## src/rtl/updown_counter_pkg.sv

```systemverilog
// Shared constants for the parametrised up/down counter: direction and
// boundary-mode encodings plus the default operand widths.
package updown_counter_pkg;

   localparam int DEF_WIDTH  = 8;
   localparam int DEF_STEP_W = 4;

   localparam logic DIR_UP    = 1'b1;
   localparam logic DIR_DOWN  = 1'b0;

   localparam logic MODE_WRAP = 1'b0;
   localparam logic MODE_SAT  = 1'b1;

endpackage

```

## src/rtl/updown_counter_step.sv

```systemverilog
// Combinational next-value and boundary detection for the up/down counter.
// All arithmetic is done one bit wider than the count so nothing wraps silently.
module updown_counter_step
   import updown_counter_pkg::*;
#(
   parameter int WIDTH  = DEF_WIDTH,
   parameter int STEP_W = DEF_STEP_W
) (
   input  logic [WIDTH-1:0]  count,
   input  logic              mode,
   input  logic [STEP_W-1:0] step,
   input  logic [WIDTH-1:0]  limit,
   input  logic              sat,
   output logic [WIDTH-1:0]  next_count,
   output logic              hit_up,
   output logic              hit_dn,
   output logic              bad_step
);

   logic [WIDTH:0] c_x;
   logic [WIDTH:0] s_x;
   logic [WIDTH:0] l_x;
   logic [WIDTH:0] lp1_x;
   logic [WIDTH:0] sum_x;
   logic [WIDTH:0] res_x;

   assign c_x   = {1'b0, count};
   assign s_x   = {{(WIDTH+1-STEP_W){1'b0}}, step};
   assign l_x   = {1'b0, limit};
   assign lp1_x = l_x + 1'b1;
   assign sum_x = c_x + s_x;

   always_comb begin
      res_x    = c_x;
      hit_up   = 1'b0;
      hit_dn   = 1'b0;
      bad_step = 1'b0;
      if (step == '0) begin
         res_x = c_x;
      end else if (c_x > l_x) begin
         // limit was lowered under a running count: pull back silently
         res_x = l_x;
      end else if (sat == MODE_WRAP && s_x > lp1_x) begin
         bad_step = 1'b1;
      end else if (mode == DIR_UP) begin
         if (sum_x > l_x) begin
            hit_up = 1'b1;
            res_x  = (sat == MODE_SAT) ? l_x : (sum_x - lp1_x);
         end else begin
            res_x = sum_x;
         end
      end else begin
         if (c_x < s_x) begin
            hit_dn = 1'b1;
            res_x  = (sat == MODE_SAT) ? '0 : (c_x + lp1_x - s_x);
         end else begin
            res_x = c_x - s_x;
         end
      end
   end

   assign next_count = res_x[WIDTH-1:0];

endmodule

```

## src/rtl/updown_counter_param.sv

```systemverilog
// Parametrised up/down counter with load, clear, saturate/wrap and sticky flags.
// All outputs are registered; one clock from sampled inputs.
module updown_counter_param
   import updown_counter_pkg::*;
#(
   parameter int WIDTH  = DEF_WIDTH,
   parameter int STEP_W = DEF_STEP_W
) (
   input  logic              clk,
   input  logic              rst_n,
   input  logic              en,
   input  logic              mode,
   input  logic              clr,
   input  logic              ld,
   input  logic [WIDTH-1:0]  d_in,
   input  logic [STEP_W-1:0] step,
   input  logic [WIDTH-1:0]  limit,
   input  logic              sat,
   output logic [WIDTH-1:0]  count,
   output logic              tc,
   output logic              ovf,
   output logic              unf,
   output logic              err
);

   logic [WIDTH-1:0] next_count;
   logic             hit_up;
   logic             hit_dn;
   logic             bad_step;

   updown_counter_step #(
      .WIDTH  (WIDTH),
      .STEP_W (STEP_W)
   ) u_step (
      .count      (count),
      .mode       (mode),
      .step       (step),
      .limit      (limit),
      .sat        (sat),
      .next_count (next_count),
      .hit_up     (hit_up),
      .hit_dn     (hit_dn),
      .bad_step   (bad_step)
   );

   always_ff @(posedge clk or negedge rst_n) begin
      if (!rst_n) begin
         count <= '0;
         tc    <= 1'b0;
         ovf   <= 1'b0;
         unf   <= 1'b0;
         err   <= 1'b0;
      end else if (ld) begin
         count <= (d_in > limit) ? limit : d_in;
         tc    <= 1'b0;
         ovf   <= 1'b0;
         unf   <= 1'b0;
         err   <= 1'b0;
      end else if (clr) begin
         count <= '0;
         tc    <= 1'b0;
         ovf   <= 1'b0;
         unf   <= 1'b0;
         err   <= 1'b0;
      end else if (en) begin
         count <= next_count;
         tc    <= hit_up | hit_dn;
         ovf   <= ovf | hit_up;
         unf   <= unf | hit_dn;
         err   <= err | bad_step;
      end else begin
         tc    <= 1'b0;
      end
   end

endmodule

```

## config.mk

```make
export PLATFORM = sky130hd
export DESIGN_NAME = updown_counter_param
export DESIGN_NICKNAME = d
export VERILOG_FILES = /design/src/rtl/updown_counter_pkg.sv /design/src/rtl/updown_counter_step.sv /design/src/rtl/updown_counter_param.sv
export SDC_FILE = /design/constraint.sdc
export NUM_CORES = 1
export LEC_CHECK = 0
export CAP_MARGIN = 20
export CORE_MARGIN = 2
export CORE_UTILIZATION = 40
export DETAILED_ROUTE_END_ITERATION = 8
export GPL_ROUTABILITY_DRIVEN = 0
export PLACE_DENSITY = 0.69
export REMOVE_ABC_BUFFERS = 1
export SLEW_MARGIN = 20
export SYNTH_ARGS = -nofsm -noshare
export SYNTH_HDL_FRONTEND = slang
export SYNTH_SLANG_ARGS = --single-unit
```

## constraint.sdc

```tcl
create_clock -name clk -period 4.6 [get_ports clk]
set_input_delay 0.69 -clock clk [delete_from_list [all_inputs] [get_ports clk]]
set_output_delay 0.69 -clock clk [all_outputs]
set_load 0.01 [all_outputs]
```

**Word-level counts from Yosys, hierarchy flattened**

Index checks and enable logic that the tools add are counted.

- Register bits after elaboration: 12
- Input bits: 27
- Output and inout port bits: 12
- Logic and storage cells: 64

- $add $sub $neg: 6
- Magnitude comparators: 5
- Equal/unequal tests: 2
- Mux-type cells: 37
- Bitwise operators: 5
- Reductions and logical operators: 4

Operators with widths:

| kind | number |
|---|---|
| two-way mux 8 bit | 12 |
| two-way mux 1 bit | 25 |
| greater-than comparator 8 bit | 2 |
| subtractor 8 x 4 -> 8 bit | 2 |
| adder 8 x 1 -> 9 bit, second input constant | 1 |
| adder 8 x 4 -> 9 bit | 1 |
| greater-than comparator 4 x 9 -> 1 bit | 1 |
| greater-than comparator 9 x 8 -> 1 bit | 1 |
| adder 8 bit | 1 |
| less-than comparator 8 x 4 -> 1 bit | 1 |
| subtractor 8 bit | 1 |
| zero test 4 bit | 1 |
| != test 4 x 3 -> 1 bit, second input constant | 1 |
| bitwise OR 1 bit | 4 |
| != test 3 bit, second input constant | 1 |
| AND reduction 3 bit | 1 |
| nonzero test 3 bit | 1 |
| logical AND 1 bit | 1 |
| inverter 1 bit | 1 |

**Depth between registers and ports, before layout**

- Depth after elaboration: 12
- Mapped depth: 19
- Depth with buffers taken out: 17

**By module**

Synthesis repeated with hierarchy kept, for this count alone.

- Cell total of the unflattened synthesis: 451
- Area, all modules: 3422.0 µm²

Modules (own cells, without submodules):

| module | times used | cells an instance | area each (µm²) | sequential area each (µm²) |
|---|---|---|---|---|
| updown_counter_step | 1 | 307 | 2277.2 | 0.0 |
| updown_counter_param | 1 | 144 | 1144.8 | 300.3 |

**Worst setup path after synthesis**

OpenSTA, ideal clock, no wires.

- Path type: input -> register
- Start: input step[0]
- End: register count[4]
- Library setup time: 0.133 ns
- Data arrival time: 3.700 ns
- Required time: 4.467 ns
- Setup slack: 0.767 ns
- Cell stages on the path: 17
- Path buffers: 1
- Path through: ha_1 > fa_1 > a21oi_1 > o21bai_1 > and3_1 > xnor2_1 > inv_1 > ha_1 > and3_1 > a211oi_1 > a211oi_2 > a31o_2 > buf_6 > mux2_1 > a21oi_1 > nor2_1 > a2bb2oi_1

- Word-level cells in the longest chain between the ends: 11
- Elaborated cells between the ends (all ways): 23
- Classes of those cells: add/sub (4); order compare (3); eq/ne (2); mux (11); reduce/logical (3)

RTL lines:

| what | line | text |
|---|---|---|
| from (decl) | updown_counter_param.sv:16 | `input logic [STEP_W-1:0] step,` |
| adder 8 x 4 -> 9 bit | updown_counter_step.sv:31 | `assign sum_x = c_x + s_x;` |
| subtractor 8 bit | updown_counter_step.sv:48 | `res_x = (sat == MODE_SAT) ? l_x : (sum_x - lp1_x);` |
| two-way mux 8 bit | updown_counter_step.sv:48 |  |
| two-way mux 8 bit | updown_counter_step.sv:46 | `if (sum_x > l_x) begin` |
| two-way mux 8 bit | updown_counter_step.sv:45 | `end else if (mode == DIR_UP) begin` |
| two-way mux 8 bit | updown_counter_step.sv:43 | `end else if (sat == MODE_WRAP && s_x > lp1_x) begin` |
| two-way mux 8 bit | updown_counter_step.sv:40 | `end else if (c_x > l_x) begin` |
| two-way mux 8 bit | updown_counter_step.sv:38 | `if (step == '0) begin` |
| two-way mux 8 bit | updown_counter_param.sv:65 | `end else if (en) begin` |
| two-way mux 8 bit | updown_counter_param.sv:59 | `end else if (clr) begin` |
| two-way mux 8 bit | updown_counter_param.sv:53 | `end else if (ld) begin` |
| to (signal assigned) | updown_counter_param.sv:54 | `count <= (d_in > limit) ? limit : d_in;` |
| to (signal assigned) | updown_counter_param.sv:66 | `count <= next_count;` |
| to (decl) | updown_counter_param.sv:19 | `output logic [WIDTH-1:0] count,` |

Parallel ways exist; a longest one is shown, timed or not. The select of a mux whose other input is x is not followed.
A chain may end at the register's enable or synchronous reset.

**Worst setup path after layout**

- Start: input step[0]
- End: register count[3]

The elaborated chain is that of the path after synthesis.

==> impl_metrics.tcl <==
set metrics [dict create \
    die-width_um 90.7 \
    number_of_buffers_added_by_the_clock_tree_synthesis_step 3 \
    portBuffers 38 \
    min_path_type "reg2reg" \
    largest_net_degree_at_the_start_of_global_routing 18 \
    critical_path_peak_fanout 5 \
    dominantRegCellSynth "sky130_fd_sc_hd__dfrtp_1" \
    post_synth_instance_area_sq_um 3010 \
    globalRoute.totalOverflow 0 \
    critPathBufInv 2 \
    synth_top_area_frac 0.229 \
    fin_worst_hold_slack_ps 505 \
    grt_antenna_before_repair 0 \
    synth_edf_count 0 \
    synth-warning-count 0 \
    cts_max_path_buffers 2 \
    htree_num_levels 1 \
    synth.yosys.seq_area_share 0.0999 \
    timing.critical_path.to_type "register" \
    die_area_sq_um 8230 \
    run_status "complete, no violations" \
    finalCritPeriodShare 0.965 \
    dpl_cell_area_sq_um 3560 \
    critical_path.cell_chain "clkdlybuf4s50_1 -> ha_1 -> fa_1 -> a21oi_1 -> o21bai_1 -> and3_1 -> xnor2_1 -> inv_1 -> ha_1 -> and3_1 -> nor3b_1 -> a211oi_2 -> a31oi_2 -> a211oi_2 -> a221oi_2 -> mux2_2 -> a31o_1" \
    wl_met2_um 4270 \
    fp.dieH_um 90.7 \
    crit_type "in2reg" \
    maxClockFrequency_mhz 225 \
    ctsRootBufferMaster "sky130_fd_sc_hd__clkbuf_8" \
    m1_wl_um 4230 \
    dr_total_vias 3041 \
    area_delta_synth_final_pct 21.4 \
    cap_viol_max_count 0 \
    cts.sinks 12 \
    drt_pre_antenna_iters 5 \
    ys_async_sr_fraction 1.00 \
    worst_clock_skew_ps 5.50 \
    setup_viol_count_final 0 \
    layout.cells.most_common_list "sky130_fd_sc_hd__ha_1, sky130_fd_sc_hd__clkdlybuf4s50_1, sky130_fd_sc_hd__inv_1" \
    n_antenna_cell 0 \
    initialDrtViolationCount 361 \
    detail-route-antenna-nets 0 \
    remaining_drc_errors 0 \
    pwr_density_cell_nw_per_um2 359 \
    vdd.ir_drop.worst_v 0.000251 \
    tritoncts "done" \
    clock_latency_ps 240 \
    synthDistinctLibCells 67 \
    yosysTopAreaCell "sky130_fd_sc_hd__ha_1" \
    post_cts_hold_buffer_count 0 \
    drt-total-wl_um 9420 \
    finalHoldViolCount 0 \
    routedWlPerCell_um 18.3 \
    critical_path.top_delay_family "compound AO/OA/AOI/OAI gates" \
    avgSynthCellArea_sq_um 8.15 \
    slowest_delay_ps 450 \
    setup.worst_path.start_class "input pin" \
    number_of_global_route_vias_before_repair 3081 \
    core_sq_um 7250 \
    timing.critical_path.required_ps 4740 \
    grt.total_usage 0.231 \
    ys_seq_elements 12 \
    netlist_instances 369 \
    p_leak_nw 1.65 \
    path_clk_slew_ps 60 \
    top_level_ports 39 \
    std_cell_rows 31 \
    initial_utilization 0.415 \
    vias_per_cell 5.92 \
    post-route-cell-area_sq_um 3650 \
    drive_gt1_frac 0.116 \
    tightest_slew_ps 624 \
    num-nets-final 505 \
    maxSlewHeadroom 0.581 \
    detailroute.wirelength.met3_um 651 \
    synthTopCellsByArea "sky130_fd_sc_hd__ha_1, sky130_fd_sc_hd__dfrtp_1, sky130_fd_sc_hd__xnor2_1, sky130_fd_sc_hd__fa_1, sky130_fd_sc_hd__inv_1" \
    layout_commonest_cell "sky130_fd_sc_hd__ha_1" \
    crit_slowest_cell "sky130_fd_sc_hd__clkdlybuf4s50_1" \
    dp.final_hpwl_um 7670 \
    slew_viol_final 0 \
    timing.final.crit_period_ps 4440 \
    grt_first_pass_wirelength_um 15400 \
    top_layer "met4" \
    data_arrival_time_of_the_worst_path_ps 4570 \
]
## logic make-up after synthesis
group	Yosys count	synth area share
AO/OA/AOI/OAI	112	0.267
XOR/XNOR	26	0.0782
adder cells (fa/ha/maj)	62	0.275
buffers and inverters	50	0.0695
flip-flops	12	0.0999
multiplexers	15	0.0537
AND/OR/NAND/NOR	92	0.156
## timing repair
action / CTS / global route
endpoints found under the setup margin: 0 / 4
buffers inserted: 0 / 1
resized for setup: 0 / 4
## power by group
group | total [mW] | switching (mW) | internal [mW] | leakage, nW
clock | 0.117 | 0.0408 | 0.0757 | 0.0288
combinational | 1.03 | 0.558 | 0.473 | 1.47
sequential | 0.163 | 0.0427 | 0.120 | 0.155
## registers in the layout, indices dropped and copies added (netlist names)
register / count
count: 8
err: 1
ovf: 1
tc: 1
unf: 1
## path summary, 6_finish.rpt
check	slack (ps)	end	cells past startpoint	startpoint
min in group asynchronous	800	err	1	rst_n
worst max-delay path	160	count[3]	17	step[0]
worst max register to register	560	count[3]	16	count[0]
worst min-delay path	500	err	2	err
max in group asynchronous	3430	count[7]	1	rst_n
worst min register to register	500	err	2	err
## cell type report
| cell class | count | area [sq um] |
|---|---|---|
| timing repair buffer | 55 | 508 |
| sequential | 12 | 300 |
| tap | 99 | 124 |
| multi-input combinational | 307 | 2520 |
| inverter | 37 | 139 |
| fill | 718 | 3600 |
| clock buffer | 4 | 55.1 |
## tightest hold or removal path, cell delays in order, from the launching register on
cell,delay [ps]
sky130_fd_sc_hd__dfrtp_1,340
sky130_fd_sc_hd__a21oi_1,40
sky130_fd_sc_hd__nor2_1,80
## metrics by stage
step	std cells	setup slack (ps)	util	total power [mW]	TNS (ps)
2_1_floorplan	356	774	-	0.853	0
3_3_place_gp	509	43.9	0.491	1.12	0
5_1_grt	514	-59.4	0.503	1.42	-152
6_report	514	161	0.503	1.31	0
4_1_cts	513	152	0.499	1.27	0
3_5_place_dp	509	-76.9	0.491	1.15	-76.9
## cells in the mapped netlist (6+ instances only)
cell type,number
sky130_fd_sc_hd__ha_1,55
sky130_fd_sc_hd__inv_1,34
sky130_fd_sc_hd__nor2_1,24
sky130_fd_sc_hd__a21oi_1,21
sky130_fd_sc_hd__nand2_1,20
sky130_fd_sc_hd__xnor2_1,19
sky130_fd_sc_hd__o21ai_0,17
sky130_fd_sc_hd__dfrtp_1,12
sky130_fd_sc_hd__nand3_1,11
sky130_fd_sc_hd__a21o_1,10
sky130_fd_sc_hd__a211oi_1,9
sky130_fd_sc_hd__mux2i_1,9
sky130_fd_sc_hd__fa_1,7
sky130_fd_sc_hd__and3_1,6
sky130_fd_sc_hd__nor2b_1,6
sky130_fd_sc_hd__xor2_1,6
## routing by layer
metal | track usage | vias to the layer above
met3 | 0.0317 | 21
met1 | 0.303 | 1438
met2 | 0.387 | 133
li1 | - | 1449
met4 | 0.0795 | 0
met5 | 0 | -
Power figures use the tool's default switching activity.
